===== src/rtl/universal_shift_register.sv =====
// WIDTH-bit universal shift register: hold, parallel load, shift, rotate and clear modes,
// plus a saturating shift counter and a done pulse after WIDTH shifts.
module universal_shift_register #(
  parameter int WIDTH = 8,
  parameter logic [WIDTH-1:0] RESET_VALUE = '0,
  localparam int CW = $clog2(WIDTH + 1)
) (
  input  logic             clock,
  input  logic             reset,
  input  logic             en,
  input  logic [2:0]       mode,
  input  logic [WIDTH-1:0] D,
  input  logic             sin_l,
  input  logic             sin_r,
  output logic [WIDTH-1:0] Q,
  output logic [WIDTH-1:0] Qbar,
  output logic             sout_l,
  output logic             sout_r,
  output logic [CW-1:0]    count,
  output logic             done
);

  typedef enum logic [2:0] {
    MODE_HOLD = 3'b000,
    MODE_LOAD = 3'b001,
    MODE_SHL  = 3'b010,
    MODE_SHR  = 3'b011,
    MODE_ROL  = 3'b100,
    MODE_ROR  = 3'b101,
    MODE_CLR  = 3'b110,
    MODE_RSVD = 3'b111
  } mode_t;

  localparam logic [CW-1:0] COUNT_MAX = CW'(WIDTH);

  logic [WIDTH-1:0] q_reg;
  logic [WIDTH-1:0] q_next;
  logic [CW-1:0]    count_reg;
  logic [CW-1:0]    count_next;
  logic             done_reg;
  logic             done_next;
  logic             is_shift;

  // Next-state selection; the reserved encoding falls through to hold.
  always_comb begin
    q_next     = q_reg;
    count_next = count_reg;
    is_shift   = 1'b0;
    case (mode_t'(mode))
      MODE_LOAD: begin
        q_next     = D;
        count_next = '0;
      end
      MODE_SHL: begin
        q_next   = {q_reg[WIDTH-2:0], sin_r};
        is_shift = 1'b1;
      end
      MODE_SHR: begin
        q_next   = {sin_l, q_reg[WIDTH-1:1]};
        is_shift = 1'b1;
      end
      MODE_ROL: begin
        q_next   = {q_reg[WIDTH-2:0], q_reg[WIDTH-1]};
        is_shift = 1'b1;
      end
      MODE_ROR: begin
        q_next   = {q_reg[0], q_reg[WIDTH-1:1]};
        is_shift = 1'b1;
      end
      MODE_CLR: begin
        q_next     = '0;
        count_next = '0;
      end
      default: ;
    endcase
    if (is_shift && (count_reg != COUNT_MAX)) begin
      count_next = count_reg + CW'(1);
    end
    done_next = is_shift && (count_reg == COUNT_MAX - CW'(1));
  end

  // done only ever lasts one enabled edge; a disabled edge clears it too.
  always_ff @(posedge clock or posedge reset) begin
    if (reset) begin
      q_reg     <= RESET_VALUE;
      count_reg <= '0;
      done_reg  <= 1'b0;
    end else if (en) begin
      q_reg     <= q_next;
      count_reg <= count_next;
      done_reg  <= done_next;
    end else begin
      done_reg  <= 1'b0;
    end
  end

  assign Q      = q_reg;
  assign Qbar   = ~q_reg;
  assign sout_l = q_reg[WIDTH-1];
  assign sout_r = q_reg[0];
  assign count  = count_reg;
  assign done   = done_reg;

endmodule


===== config.mk =====
export PLATFORM = sky130hd
export DESIGN_NAME = universal_shift_register
export DESIGN_NICKNAME = d
export VERILOG_FILES = /design/src/rtl/universal_shift_register.sv
export SDC_FILE = /design/constraint.sdc
export NUM_CORES = 1
export LEC_CHECK = 0
export CORE_MARGIN = 8
export CORE_UTILIZATION = 41
export DETAILED_ROUTE_END_ITERATION = 10
export PLACE_DENSITY = 0.78
export SYNTH_ARGS = -nofsm -noshare
export SYNTH_HDL_FRONTEND = slang
export SYNTH_SLANG_ARGS = --single-unit

===== constraint.sdc =====
create_clock -name clock -period 1.75 [get_ports clock]
set_clock_uncertainty 0.15 [all_clocks]
set_input_delay 0.175 -clock clock [delete_from_list [all_inputs] [get_ports clock]]
set_output_delay 0.175 -clock clock [all_outputs]
set_load 0.02 [all_outputs]

# Word level (Yosys, flattened, before mapping)
# Index checks and enable logic that the tools add are counted.
[totals]
regBits = 13
in_bits = 16
output_inout_bits = 23
[classes]
add_sub_neg = 1
eq_ne = 8
mux = 5
n_bitwise = 1
reduce_logical = 8
[op_table]
columns = ["cell", "count"]
rows = [
  ["$pmux 8 s6", 1],
  ["$eq 3x3->1 const B", 3],
  ["$mux 4", 2],
  ["$not 8->8", 1],
  ["$eq 3x2->1 const B", 2],
  ["$reduce_bool 6->1", 1],
  ["$add 4x1->4 const B", 1],
  ["$eq 4x3->1 const B", 1],
  ["$ne 4x4->1 const B", 1],
  ["$reduce_and 2->1", 2],
  ["$reduce_or 4->1", 1],
  ["$eq 3x1->1 const B", 1],
  ["$logic_and 1x1->1", 2],
  ["$mux 1", 2],
  ["$reduce_bool 2->1", 1],
  ["$reduce_or 2->1", 1],
]

# Logic depth before layout (Yosys ltp)
[depth]
depth_word = 6
ltp_mapped = 6
ltp_nobuf = 5

# Worst setup path before layout
# Ideal clock, no wire load.
[synth_timing]
path_type = "reg-to-reg"
from = "register count_reg[0], in the netlist count[0]"
to = "register count_reg[2], in the netlist count[2]"
setup_time_ns = 0.121
t_arrival_ns = 1.341
required_ns = 1.479
setup_slack_ns = 0.138
path_stages_with_launch = 6
cell_sequence = "dfrtp_1 > inv_1 > ha_1 > a31oi_4 > o21ai_2 > a22o_1"
[synth_via]
elab_chain_len = 4
word_cells_on_any_way = 6
cone_classes = "add/sub: 1; eq/ne: 1; mux: 1; reduce/logical: 3"
[synth_lines]
columns = ["element", "line", "text"]
rows = [
  ["from (decl)", "38", "logic [CW-1:0] count_reg;"],
  ["from (signal assigned)", "90", "count_reg <= count_next;"],
  ["parallel branches: the longest is 4 deep, another holds $add 4x1->4", "n/a", ""],
]
# Parallel ways; which one is timed is not known.
# A chain may end at the register's enable or synchronous reset.

# Worst setup path after layout
[layout_timing]
from = "register count_reg[0], in the netlist count[0]"
to = "output port count[0]"
[layout_rtl]
columns = ["element", "line", "text"]
rows = [
  ["to (decl)", "19", "output logic [CW-1:0] count,"],
]
# No word-level cell between the ends.

==> key figures <==
Outcome
  – Status: complete, no violations

Final layout
  – Area grow syn2layout: 50.2%
  – Max reg flops: 8
  – Most frequent cells in the layout: 28 x clkdlybuf4s50_1, 13 x dfrtp_1, 12 x inv_1, 9 x mux2i_1, 8 x dlymetal6s2s_1
  – Most common cell after layout, fill and taps aside: clkdlybuf4s50_1
  – Final net count: 157
  – Ant. Diodes: 0
  – Layout cell share with drive strength beyond 1: 0.130

Setup path
  – Bufs and invs on worst path: 1
  – Crit. End Element: output port
  – Worst stage delay on the critical path: 0.64 ns
  – Crit Path Class: reg -> out
  – Data required time of the worst path: between 1 and 1.5 ns
  – CP Launch Type: flip-flop
  – Crit path cell chain: clkdlybuf4s50_1
  – Slowest cell on the critical path: clkdlybuf4s50_1
  – Critical path peak fanout: 6
  – Cell family with most CP delay: buffers and inverters
  – Crit path DAT: around 1.4 ns

Clock tree
  – CTS Root Cell: clkbuf_4
  – CTS Hold Bufs: 0
  – CTS tree: yes
  – Clk_lat worst skew: roughly 0.27 ns
  – CTS Buf Count: 3
  – Sinks on Clock Net: 13
  – Clk pin slew, worst setup/hold paths: around 0.080 ns
  – Clk buf depth: 2
  – H-tree depth reported by CTS: 1

GRT
  – Global-route usage over all layers: 0.126
  – Pin count of the biggest net entering global routing: 17
  – Global route overflow: 0
  – Vias in the first global route: ~920
  – First-pass GRT wire length: between 4000 and 5000 um
  – Initial antenna violation count: 0

Pwr
  – Final Power: approximately 1500 uW
  – VDD IR max: around 0.00076 V
  – Leak: 0.000692 uW
  – Pwr per Cell Area: between 1000 and 1500 nW/um^2

Yosys
  – Mapped Avg Cell Area: a little under 10 um^2
  – Synth Cell Area: between 900 and 1000 um^2
  – Post-synth EDFFs: 0
  – Ys Warns: 0
  – Post-synth cell types: 36
  – Synth Instances: 95
  – Ys flop type: dfrtp_1
  – Ys async rst share: 1.00
  – Register area share after synthesis: 0.357
  – Synthesized Nets: around 110
  – FF+latch count, synth: 13

Floorplanning
  – Die W: around 63 um
  – Io pins: 39
  – Core Box Area: 2150 um^2
  – Die H: between 60 and 70 um
  – Die ar.: approximately 4000 um^2
  – Initial Util: 0.425
  – Rows: 17

Min path
  – Hold Path Class: in -> async

STA
  – Final hold slack: around 0.076 ns
  – Slew Limit Fails: 0
  – Tcrit/Tclk final: 0.962
  – Final setup viols: 0
  – Setup TNS: 0 ns
  – RSZ-0062 raised after global routing: false
  – Tmin final: 1.68 ns
  – Fmax: 0.594 GHz
  – Worst slew pin tran: approximately 0.53 ns
  – Fin. Hold Viols: 0
  – Worst relative slew slack: 0.644

Detailed routing
  – Final wirelength: 2430 um
  – Pre-Repair DR Iteration Count: 4
  – Vias: ~860
  – Initial detailed-routing violation count: 28
  – DRT antenna net count: 0
  – WL per Instance: 14.6 um
  – Via-per-instance ratio: about 5.2
  – DRC viols: 0

Flow run
  – Max-Cap Viols: 0

Placed design
  – DP Wirelength: between 1500 and 2000 um
  – Placer Congestion: 0.818
  – Count of buffers from port buffering: 38
[repair_timing]
| item | in CTS | in global routing |
|---|---|---|
| endpoints found under the setup margin | 2 | 8 |
| gates resized for setup | 2 | 8 |
| setup buffers | 0 | 0 |
[Yosys cell counts (2+ instances only)]
| cell | number | area (um^2) |
|---|---|---|
| a211oi_1 | 5 | 37.5 |
| a21o_1 | 2 | 15.0 |
| nor2_1 | 7 | 26.3 |
| ha_1 | 2 | 25.0 |
| a21oi_1 | 7 | 35.0 |
| dfrtp_1 | 13 | 325 |
| inv_1 | 12 | 45.0 |
| nand3b_1 | 2 | 15.0 |
| buf_4 | 3 | 22.5 |
| a22o_1 | 3 | 26.3 |
| mux2i_1 | 9 | 90.1 |
| nand2_1 | 5 | 18.8 |
| o21ai_0 | 2 | 10.0 |
[cell type report]
type | count | area (um^2)
Tap cell | 28 | 35.0
Timing Repair Buffer | 45 | 450
Inverter | 12 | 45.0
Fill cell | 177 | 778
Clock buffer | 4 | 26.3
Multi-Input combinational cell | 64 | 488
Sequential cell | 13 | 325
[power breakdown]
group	total, uW	switching (uW)	internal [uW]
Sequential	492	111	381
Combinational	794	405	389
Clock	184	95.5	88.2
[metrics by stage]
step                 util  cell area [um^2]  setup slack (ns)  cells
CTS                 0.628              1350           0.00478    166
finish              0.638              1370            0.0670    166
global route        0.638              1370           0.00572    166
floorplan               -               912             0.138     95
detailed placement  0.617              1330            -0.166    162
global placement    0.617              1330           -0.0937    162
[per-layer routing]
layer  vias up  track usage  part of all wire
li1        420            -                 -
met1       414        0.145              0.43
met2        23        0.219              0.50
met3         0       0.0495             0.071
met4         0       0.0171                 0
met5         -            0                 0
[path summary, 6_finish.rpt]
kind	from	endpoint	depth (start not counted)	slack, ns
worst max-delay path	count[0]	count[0]	1	0.07
worst min-delay path	reset	Q[5]	2	0.08
worst max register to register	count[0]	count[2]	5	0.20
worst min register to register	count[2]	count[2]	1	0.44
max in group asynchronous	reset	count[3]	2	1.03
min in group clock	D[2]	Q[2]	3	0.42
[cells by family after synthesis]
family | Yosys count | synth area share
multiplexers | 9 | 0.0988
flip-flops | 13 | 0.357
AND/OR/NAND/NOR | 23 | 0.150
XOR/XNOR | 1 | 0.0178
adder cells (fa/ha/maj) | 2 | 0.0274
buffers and inverters | 18 | 0.108
AO/OA/AOI/OAI | 29 | 0.241
(Power assumes the default switching activity.)
